==> src/rtl/irq_request_issuer.sv <==
// Four-channel interrupt request issuer. Each channel captures requests and payloads.
// One grant at a time is then presented until it is acknowledged or it times out.
module irq_lane (
   input  logic       clk_i,
   input  logic       rst_i,
   input  logic       req,
   input  logic [7:0] din,
   input  logic       retire,
   input  logic       ovf_clr,
   output logic       pending,
   output logic [7:0] payload,
   output logic       ovf
);
   always_ff @(posedge clk_i or posedge rst_i) begin
      if (rst_i) begin
         pending <= 1'b0;
         payload <= '0;
         ovf     <= 1'b0;
      end else begin
         // A retiring slot is free again, so a request in that same cycle refills it.
         if (req && (!pending || retire)) begin
            pending <= 1'b1;
            payload <= din;
         end else if (retire) begin
            pending <= 1'b0;
         end
         if (req && pending && !retire) ovf <= 1'b1;
         else if (ovf_clr)              ovf <= 1'b0;
      end
   end
endmodule

module irq_request_issuer #(
   parameter int TIMEOUT = 16,
   parameter int RR_EN   = 0
) (
   input  logic       clk_i,
   input  logic       rst_i,
   input  logic [3:0] req_i,
   input  logic [7:0] a_i,
   input  logic [7:0] b_i,
   input  logic [7:0] c_i,
   input  logic [7:0] d_i,
   input  logic       irq_ack_i,
   input  logic       ovf_clr_i,
   output logic [3:0] interrupt_o,
   output logic       irq_valid_o,
   output logic [7:0] a_o,
   output logic [7:0] b_o,
   output logic [7:0] c_o,
   output logic [7:0] d_o,
   output logic [3:0] pending_o,
   output logic [3:0] overflow_o,
   output logic       timeout_o
);
   localparam int N     = 4;
   localparam int CW    = (TIMEOUT > 2) ? $clog2(TIMEOUT) : 1;
   localparam bit TO_EN = (TIMEOUT != 0);

   typedef enum logic {IDLE, ISSUE} state_t;

   state_t              state;
   logic [N-1:0][7:0]   din, pay, dout;
   logic [N-1:0]        pend, ovf, retire;
   logic [1:0]          sel_q, sel_nxt, rr_ptr, idx;
   logic [CW-1:0]       cnt;

   assign din         = {a_i, b_i, c_i, d_i};
   assign {a_o, b_o, c_o, d_o} = dout;
   assign pending_o   = pend;
   assign overflow_o  = ovf;
   assign retire      = (state == ISSUE && irq_ack_i) ? (N'(1) << sel_q) : '0;

   for (genvar k = 0; k < N; k++) begin : g_lane
      irq_lane u_lane (
         .clk_i   (clk_i),
         .rst_i   (rst_i),
         .req     (req_i[k]),
         .din     (din[k]),
         .retire  (retire[k]),
         .ovf_clr (ovf_clr_i),
         .pending (pend[k]),
         .payload (pay[k]),
         .ovf     (ovf[k])
      );
   end

   // Later loop iterations override earlier ones: highest bit wins in fixed mode,
   // and in round-robin mode the channel just below rr_ptr wins.
   always_comb begin
      sel_nxt = '0;
      idx     = '0;
      if (RR_EN != 0) begin
         for (int i = N; i >= 1; i--) begin
            idx = rr_ptr - 2'(i);
            if (pend[idx]) sel_nxt = idx;
         end
      end else begin
         for (int i = 0; i < N; i++)
            if (pend[i]) sel_nxt = 2'(i);
      end
   end

   always_ff @(posedge clk_i or posedge rst_i) begin
      if (rst_i) begin
         state       <= IDLE;
         sel_q       <= '0;
         rr_ptr      <= 2'd3;
         cnt         <= '0;
         interrupt_o <= '0;
         irq_valid_o <= 1'b0;
         dout        <= '0;
         timeout_o   <= 1'b0;
      end else begin
         timeout_o <= 1'b0;
         case (state)
            IDLE: if (|pend) begin
               sel_q          <= sel_nxt;
               interrupt_o    <= N'(1) << sel_nxt;
               irq_valid_o    <= 1'b1;
               dout           <= '0;
               dout[sel_nxt]  <= pay[sel_nxt];
               cnt            <= '0;
               state          <= ISSUE;
            end
            ISSUE: begin
               if (irq_ack_i || (TO_EN && cnt == CW'(TIMEOUT - 1))) begin
                  timeout_o   <= !irq_ack_i;
                  rr_ptr      <= sel_q;
                  interrupt_o <= '0;
                  irq_valid_o <= 1'b0;
                  dout        <= '0;
                  cnt         <= '0;
                  state       <= IDLE;
               end else begin
                  cnt <= cnt + 1'b1;
               end
            end
            default: state <= IDLE;
         endcase
      end
   end
endmodule

==> config.mk <==
export PLATFORM = sky130hd
export DESIGN_NAME = irq_request_issuer
export DESIGN_NICKNAME = d
export VERILOG_FILES = /design/src/rtl/irq_request_issuer.sv
export SDC_FILE = /design/constraint.sdc
export NUM_CORES = 1
export LEC_CHECK = 0
export CAP_MARGIN = 20
export CORE_MARGIN = 1.5
export CORE_UTILIZATION = 45
export DETAILED_ROUTE_END_ITERATION = 6
export GPL_TIMING_DRIVEN = 1
export PLACE_DENSITY = 0.73
export SLEW_MARGIN = 20
export SYNTH_ARGS = -nofsm -noshare
export SYNTH_HDL_FRONTEND = slang
export SYNTH_HIERARCHICAL = 1
export SYNTH_SLANG_ARGS = --single-unit
export TNS_END_PERCENT = 20
==> constraint.sdc <==
create_clock -name clk_i -period 1.92 [get_ports clk_i]
set_input_delay 0.384 -clock clk_i [delete_from_list [all_inputs] [get_ports clk_i]]
set_output_delay 0.384 -clock clk_i [all_outputs]
set_load 0.05 [all_outputs]
# After elaboration in Yosys (flattened, before gate mapping)

Cells that the tools add are included.

Register bits after elaboration: 85
Bits of input ports: 40
Output and inout bits: 46
Word-level logic and storage cells: 109

Add/sub/neg operators: 1
$lt $le $gt $ge: 2
Equal/unequal tests: 3
Shift operators: 2
Mux-type cells: 38
Bitwise logic cells: 2
Reduce and logical (&&, ||, !) cells: 39

Operators with widths:

| operator                                                                             | count |
|---|---|
| 32-bit two-way mux                                                                   | 2 |
| 32-bit case mux with 2 select lines                                                  | 1 |
| 32-bit bitwise AND                                                                   | 1 |
| 1-bit two-way mux                                                                    | 20 |
| 4-bit two-way mux                                                                    | 5 |
| 8-bit binary-select mux with 2-bit select                                            | 1 |
| 8-bit demux with 2-bit select                                                        | 1 |
| 8-bit two-way mux                                                                    | 2 |
| 4-bit case mux with 2 select lines                                                   | 2 |
| 2-bit nonzero test                                                                   | 8 |
| 1-bit logical AND                                                                    | 14 |
| 1-bit zero test                                                                      | 9 |
| 1-bit by 2-bit left shift with 4-bit output (first input constant)                   | 2 |
| 1-bit logical OR                                                                     | 5 |
| 4-bit by 1-bit adder with 4-bit output (second input constant)                       | 1 |
| 4-bit == test (second input constant)                                                | 1 |
| 2-bit two-way mux                                                                    | 2 |
| 1-bit case mux with 2 select lines                                                   | 2 |
| 2-bit AND reduction                                                                  | 2 |
| 4-bit OR reduction                                                                   | 1 |
| 2-bit by 3-bit less-than comparator with 1-bit output (second input constant)        | 1 |
| 2-bit by 1-bit greater-or-equal comparator with 1-bit output (second input constant) | 1 |
| 2-bit by 1-bit != test with 1-bit output (second input constant)                     | 1 |
| 2-bit != test (second input constant)                                                | 1 |
| 1-bit NOT                                                                            | 1 |

# Logic depth before layout (Yosys ltp)

Gate-level depths: netlist (run 1).

Depth in word-level cells: 10
Mapped depth: 6
Depth with buffers taken out: 5

# Hierarchy

Netlist (run 1), hierarchy kept.

Modules (own cells, without submodules):

| module             | times used | cells each | area an instance (µm²) | sequential area each (µm²) |
|---|---|---|---|---|
| irq_request_issuer | 1          | 164        | 2,015.7                | 1,126.1 |
| irq_lane           | 4          | 25         | 416.6                  | 250.2 |

# Least setup slack after synthesis (run 1)

No wires, ideal clock.

Path type: reg2reg
Start point: register g_lane[1].u_lane.pending
End point: register dout, in the netlist c_o[0]
Data arrival time: 1.655 ns
Required time: 1.799 ns
Setup slack: 0.144 ns
Cell stages (with the launch flop): 6
Buffers on the path: 2
Clock period less this slack: 1.776 ns
Path through: dfrtp_1 > nor2_1 > a22o_1 > buf_6 > buf_6 > a22o_1

Word-level cells in the longest chain between the ends: 10
Elaborated cells between the ends (all ways): 16

Ends and longest elaborated chain:

| what                                                                                                                                                        | RTL line | RTL |
|---|---|---|
| start, declared                                                                                                                                             | 10       | `output logic pending,` |
| start signal, assigned                                                                                                                                      | 16       | `pending <= 1'b0;` |
| start signal, assigned                                                                                                                                      | 22       | `pending <= 1'b1;` |
| start signal, assigned                                                                                                                                      | 25       | `pending <= 1'b0;` |
| 1-bit two-way mux                                                                                                                                           | 100      | `if (pend[i]) sel_nxt = 2'(i);` |
| 2-bit two-way mux (2 in series)                                                                                                                             | 100      |  |
| 2-bit by 3-bit less-than comparator with 1-bit output (implied by the code) or 2-bit by 1-bit greater-or-equal comparator with 1-bit output (tied branches) | 122      | `dout[sel_nxt] <= pay[sel_nxt];` |
| 1-bit logical AND (implied by the code)                                                                                                                     | 122      |  |
| 8-bit two-way mux (implied by the code)                                                                                                                     | 122      |  |
| 8-bit demux with 2-bit select                                                                                                                               | 122      |  |
| 32-bit bitwise AND (no line)                                                                                                                                | --       |  |
| 32-bit two-way mux                                                                                                                                          | 117      | `IDLE: if (\|pend) begin` |
| 32-bit case mux with 2 select lines                                                                                                                         | 116      | `case (state)` |
| end signal, assigned by index                                                                                                                               | 122      |  |
| end, declared                                                                                                                                               | 63       | `logic [N-1:0][7:0] din, pay, dout;` |

Several ways; a longest one is shown, not always the timed one. The select of a mux whose other input is x is not followed.
A chain may end at the register's enable or synchronous reset.

# Final worst setup path (run 1)

Start point: register state
End point: register dout, in the netlist d_o[3]

Word-level cells in the longest chain between the ends: 3
Elaborated cells between the ends (all ways): 5

Ends and longest elaborated chain:

| what                          | RTL line | RTL |
|---|---|---|
| start, declared               | 62       | `state_t state;` |
| start signal, assigned        | 106      | `state <= IDLE;` |
| start signal, assigned        | 124      | `state <= ISSUE;` |
| start signal, assigned        | 134      | `state <= IDLE;` |
| 1-bit NOT (no line)           | --       |  |
| 2-bit != test (no line)       | --       |  |
| 2-bit AND reduction (no line) | --       |  |

Several ways; a longest one is shown, not always the timed one.

==> impl_metrics.toml, run 1 <==
[setup_path]
crit_path_start = "state"
criticalPathCategory = "reg -> reg"
start_kind = "register"
worstPathRequired_ns = 2.20
end_kind = "register"
arrival_ns = 2.02
path_max_fanout = 14
worstReg2RegStart = "state"

[timing]
rsz0062_at_grt = "no"
tns_ns = 0
max_freq_ghz = 0.576
setup_slack_ns = 0.185
setup_viol = 0
tightest_slew_ns = 0.602
slew_headroom = 0.596
timing.final.hold_violations = 0
min_period_over_period = 0.904
whs_ns = 0.458
skew_ns = 0.0140
post-route-min-period_ns = 1.74
finalMaxSlewViolations = 0

[run_status]
status = "completed"

[route]
drt_iter0_drc = 157
routed_wl_um = 8320
viasPerCell = 5.32
routedWlPerCell_um = 17.7
first_pass_iters = 6
route.vias.total = 2497
drt.antenna.violating_nets = 0
drc = 0

[power]
total_power_mw = 6.49
ir_drop_v = 0.000667
p_per_area_mw_per_mm2 = 1330
leakage_nw = 2.81

[floorplanning]
start_util = 0.472
die_width_um = 93.5
die_y_um = 93.5
ioPinCount = 86
fp-row-count = 32
die_area_mm2 = 0.00873
core_area_mm2 = 0.00781

[clocking]
clkLatencyLatePin_ns = 0.35
cts_tree = "built"
cts_htree_levels = 3
cts_buffers = 9
root_buffer = "clkbuf_8"
clk_pin_slew_ns = 0.09
postCtsSetupRepairBufs = 0
cts_buffer_depth = 2
clock_sinks = 85

[worst_hold_path]
min_path_type = "in -> async"

[global_routing]
globalRoute.totalOverflow = 0
grt_pass1_wl_um = 13200
track_usage = 0.204
grt_max_degree = 37
antenna_found_initial = 0
first_global_vias = 2510

[layout]
drive_above_1_share = 0.253
antenna_cells = 0
nets = 403
nFillCells = 650
areaGrowthSynthToFinish_pct = 32.9

[synth]
ys_async_sr_fraction = 1.00
ys_warn_count = 6
ys.flop_type = "dfrtp_1"
yosysSeqAreaShare = 0.578
synth.distinct_cells = 33
ys_ff_latch = 85
synth-edff-count = 0
syn_inst = 264
synthesis.area_mm2 = 0.00368
syn_area_per_cell_um2 = 13.9
syn_nets = 305

[placement]
portBuffers = 85
dp_worst_setup_slack_ns = -0.00491
hpwl_um = 6250
place_congestion = 0.823

[job]
drv_cap = 0
-- cells in the mapped netlist, types with 2 or more instances --
master    instances  share of area
buf_6             5          0.015
nand2_4           4          0.012
a22o_1           27          0.064
a21o_1            5          0.010
nor3_2            2         0.0054
dfrtp_1          85           0.58
o22ai_1           4         0.0068
nor3_1            4         0.0054
mux2_4           32           0.13
nand2b_4          4          0.015
nand2_1           7         0.0071
clkbuf_1          3         0.0031
a32o_1           10          0.027
a222oi_1          7          0.019
nor2_1            5         0.0051
mux2i_1           8          0.022
o21ai_0           5         0.0068
nand3_1           3         0.0041
a21oi_1           2         0.0027
inv_1            29          0.030
-- path summary, 6_finish.rpt --
kind	end	slack, ns	depth (start not counted)
min reg2reg	interrupt_o[1]	0.48	1
min	g_lane[0].u_lane/payload[3]	0.46	2
max in group asynchronous	c_o[4]	0.94	3
max reg2reg	d_o[3]	0.18	3
max	d_o[3]	0.18	3
min in group clk_i	interrupt_o[1]	0.48	1
-- sequential cells by signal (all words and copies together) (netlist names) --
signal	flops
g_lane.u_lane/payload	32
a_o	8
b_o	8
c_o	8
d_o	8
cnt	4
g_lane.u_lane/ovf	4
g_lane.u_lane/pending	4
interrupt_o	4
sel_q	2
irq_valid_o	1
state	1
timeout_o	1
-- per-stage QoR --
stage,std cells,instance area [um^2],utilization
floorplan,264,3680,-
global placement,453,4670,0.599
detailed placement,453,4670,0.599
CTS,469,4840,0.620
global route,469,4890,0.627
finish,469,4890,0.627
-- worst max-delay path: stages, from the launching register on --
cell     delay, ns
dfrtp_1       0.53
or3_4         0.47
nor3b_4       0.45
a22o_1        0.21
-- power breakdown --
group / internal (mW) / switching [mW] / total (mW) / leakage (nW)
logic: 1.26 / 1.34 / 2.59 / 1.65
registers: 2.33 / 0.447 / 2.77 / 1.07
clock network: 0.474 / 0.650 / 1.12 / 0.0891
total: 4.05 / 2.43 / 6.49 / 2.81
-- layout make-up --
class,count,area (um^2),share of cell area
Sequential cell,85,2130,0.435
Multi-Input combinational cell,140,1370,0.280
Timing Repair Buffer,96,981,0.200
Tap cell,102,128,0.0261
Clock buffer,9,124,0.0253
Inverter,30,113,0.0230
Clock inverter,7,52.6,0.0107
-- layer usage --
layer,share of wire,GRT usage,up-vias
met3,0.067,0.0488,6
met1,0.44,0.279,1233
met2,0.48,0.319,97
met4,0.0076,0.0682,0
li1,-,-,1161
met5,0,0,-
-- cell usage in the layout (no fill, tap or decap), drive strengths merged, types with 5 or more instances in the layout --
master / synthesis / final
dlymetal6s2s: 0 / 21
inv: 29 / 28
a222oi: 7 / 7
buf: 6 / 30
nand2: 11 / 11
clkdlybuf4s50: 0 / 39
a32o: 10 / 10
clkbuf: 3 / 9
dlygate4sd2: 0 / 6
o21ai: 5 / 5
mux2i: 8 / 8
nor3: 6 / 6
nor2: 6 / 6
a22o: 27 / 27
mux2: 32 / 32
nand2b: 5 / 5
a21o: 5 / 5
dfrtp: 85 / 85
clkinv: 1 / 8
-- logic make-up after synthesis --
logic type,Yosys count,share of synthesized area
DFF,85,0.578
xor gates and xnor gates,1,0.00238
muxes,40,0.152
and+or+nand+nor,37,0.0748
adders and majority gates,1,0.00340
buffers and inverters,39,0.0503
AOI/OAI and AO/OA,61,0.139
-- what timing repair did --
item / CTS / global route
hold buffers: 0 / 0
resized for setup: 6 / 21
endpoints found under the setup margin: 6 / 21
No activity file was read; power rests on OpenSTA's default activity.
==> run 2, diff against run 1 <==
--- a/config.mk
+++ b/config.mk
@@ -7,10 +7,10 @@
 export LEC_CHECK = 0
 export CAP_MARGIN = 20
 export CORE_MARGIN = 1.5
-export CORE_UTILIZATION = 45
+export CORE_UTILIZATION = 50
 export DETAILED_ROUTE_END_ITERATION = 6
 export GPL_TIMING_DRIVEN = 1
-export PLACE_DENSITY = 0.73
+export PLACE_DENSITY = 0.8
 export SLEW_MARGIN = 20
 export SYNTH_ARGS = -nofsm -noshare
 export SYNTH_HDL_FRONTEND = slang
==> impl_metrics.toml, run 2 (synthesis results as in run 1) <==
[global_routing]
grt_max_degree = 37
first_global_vias = 2507
track_usage = 0.217
globalRoute.totalOverflow = 0
antenna_found_initial = 0
grt_pass1_wl_um = 12500

[timing]
skew_ns = 0.0148
min_period_over_period = 0.980
setup_viol = 0
tns_ns = 0
rsz0062_at_grt = "no"
finalMaxSlewViolations = 0
tightest_slew_ns = 0.658
timing.final.hold_violations = 0
post-route-min-period_ns = 1.88
max_freq_ghz = 0.531
slew_headroom = 0.559
whs_ns = 0.443

[power]
ir_drop_v = 0.000557
intPower_mw = 4.06
switchingPower_mw = 2.43
swShare = 0.375
seqPwrFrac = 0.428
power.share.clock = 0.178
p_per_area_mw_per_mm2 = 1340
leakage_nw = 2.69
p_comb_frac = 0.394

[route]
drt.antenna.violating_nets = 0
routedWlPerCell_um = 17.0
met2_length_um = 3830
first_pass_iters = 5
top_layer = "met4"
drt_iter0_drc = 143
drt-met1-wl_um = 3590
drc = 0
viasPerCell = 5.35
route.vias.total = 2487
wl_met3_um = 369
routed_wl_um = 7910

[setup_path]
slowest_stage = "clkdlybuf4s50_1"
start_kind = "register"
crit_chain = "clkdlybuf4s50_1"
path_max_fanout = 2
reg2reg_setup_slack_ns = 0.26
criticalPathCategory = "reg -> out"
arrival_ns = 1.50
crit_buf_inv = 1
end_kind = "output pin"
crit_family = "buffers and inverters"
worstPathRequired_ns = 1.54
slowest_delay_ns = 0.80

[placement]
portBuffers = 85
hpwl_um = 5980
place_congestion = 0.855

[floorplanning]
fp-row-count = 31
die_width_um = 88.8
die_y_um = 88.8
ioPinCount = 86
die_area_mm2 = 0.00789
core_area_mm2 = 0.00718
start_util = 0.513

[layout]
layout_common_cells = "dfrtp_1, clkdlybuf4s50_1, mux2_4, inv_1, a22o_1"
top_register = "g_lane.u_lane/payload"
nets = 402
antenna_cells = 0
drive_above_1_share = 0.251
layout_commonest_cell = "dfrtp_1"
largest_register_ffs = 32
areaGrowthSynthToFinish_pct = 31.5

[clocking]
cts_buffer_depth = 2
postCtsHoldBufs = 0
cts_buffers = 9
clkLatencyLatePin_ns = 0.36
clk_pin_slew_ns = 0.09
cts_tree = "built"
root_buffer = "clkbuf_8"
postCtsSetupRepairBufs = 0
clock_sinks = 85
cts_htree_levels = 3

[run_status]
status = "completed"

[job]
drv_cap = 0

[worst_hold_path]
min_path_type = "in -> async"
run 2: cell count changes in the layout (fill, tap and decap cells not counted), moves of 2 or more:
cell,previous run,this run
clkinvlp_4,1,3
inv_6,0,2
clkdlybuf4s50_1,39,41
dlymetal6s2s_1,21,12
clkinv_4,4,0
dlygate4sd2_1,6,13
run 2: final cells by class:
type / instances / area [um^2]
clock buffer: 9 / 124
clock inverter: 7 / 56.3
fill: 531 / 2330
inverter: 30 / 113
multi-input combinational: 140 / 1370
sequential: 85 / 2130
tap: 99 / 124
timing repair buffer: 95 / 930
run 2: repair_timing:
action / CTS / global route
gates resized for setup: 13 / 12
endpoints found under the setup margin: 13 / 12
endpoints found under the hold margin: 0 / 0
pin swaps: 0 / 0
run 2: metrics by stage:
step	std cells	total power, mW	area (um^2)	utilization	worst slack [ns]
global placement	449	5.28	4650	0.648	0.00972
global route	465	6.82	4840	0.675	0.00164
finish	465	6.48	4840	0.675	0.0376
detailed placement	449	5.37	4650	0.648	0.0169
CTS	465	6.51	4810	0.671	0.00442
floorplan	264	4.60	3680	-	0.144
run 2: per-layer routing:
layer / vias to the layer above / global-route usage
li1: 1152 / -
met1: 1240 / 0.291
met2: 85 / 0.354
met3: 10 / 0.0429
met4: 0 / 0.0795
met5: - / 0
run 2: power by group through the flow:
stage	combinational [mW]	clock [mW]	sequential, mW
final	2.55	1.16	2.77
after global routing	2.72	1.26	2.85
after CTS	2.56	1.17	2.77
after detailed placement	2.57	0	2.80
after global placement	2.50	0	2.78
after floorplan	1.43	0	3.17
run 2: worst paths after layout:
path	from	end	cells past startpoint
max	a_o[2]	a_o[2]	1
max reg2reg	state	g_lane[0].u_lane/payload[6]	5
min	rst_i	g_lane[0].u_lane/pending	2
min reg2reg	interrupt_o[0]	interrupt_o[0]	1
min in group clk_i	interrupt_o[0]	interrupt_o[0]	1
max in group asynchronous	rst_i	d_o[6]	3
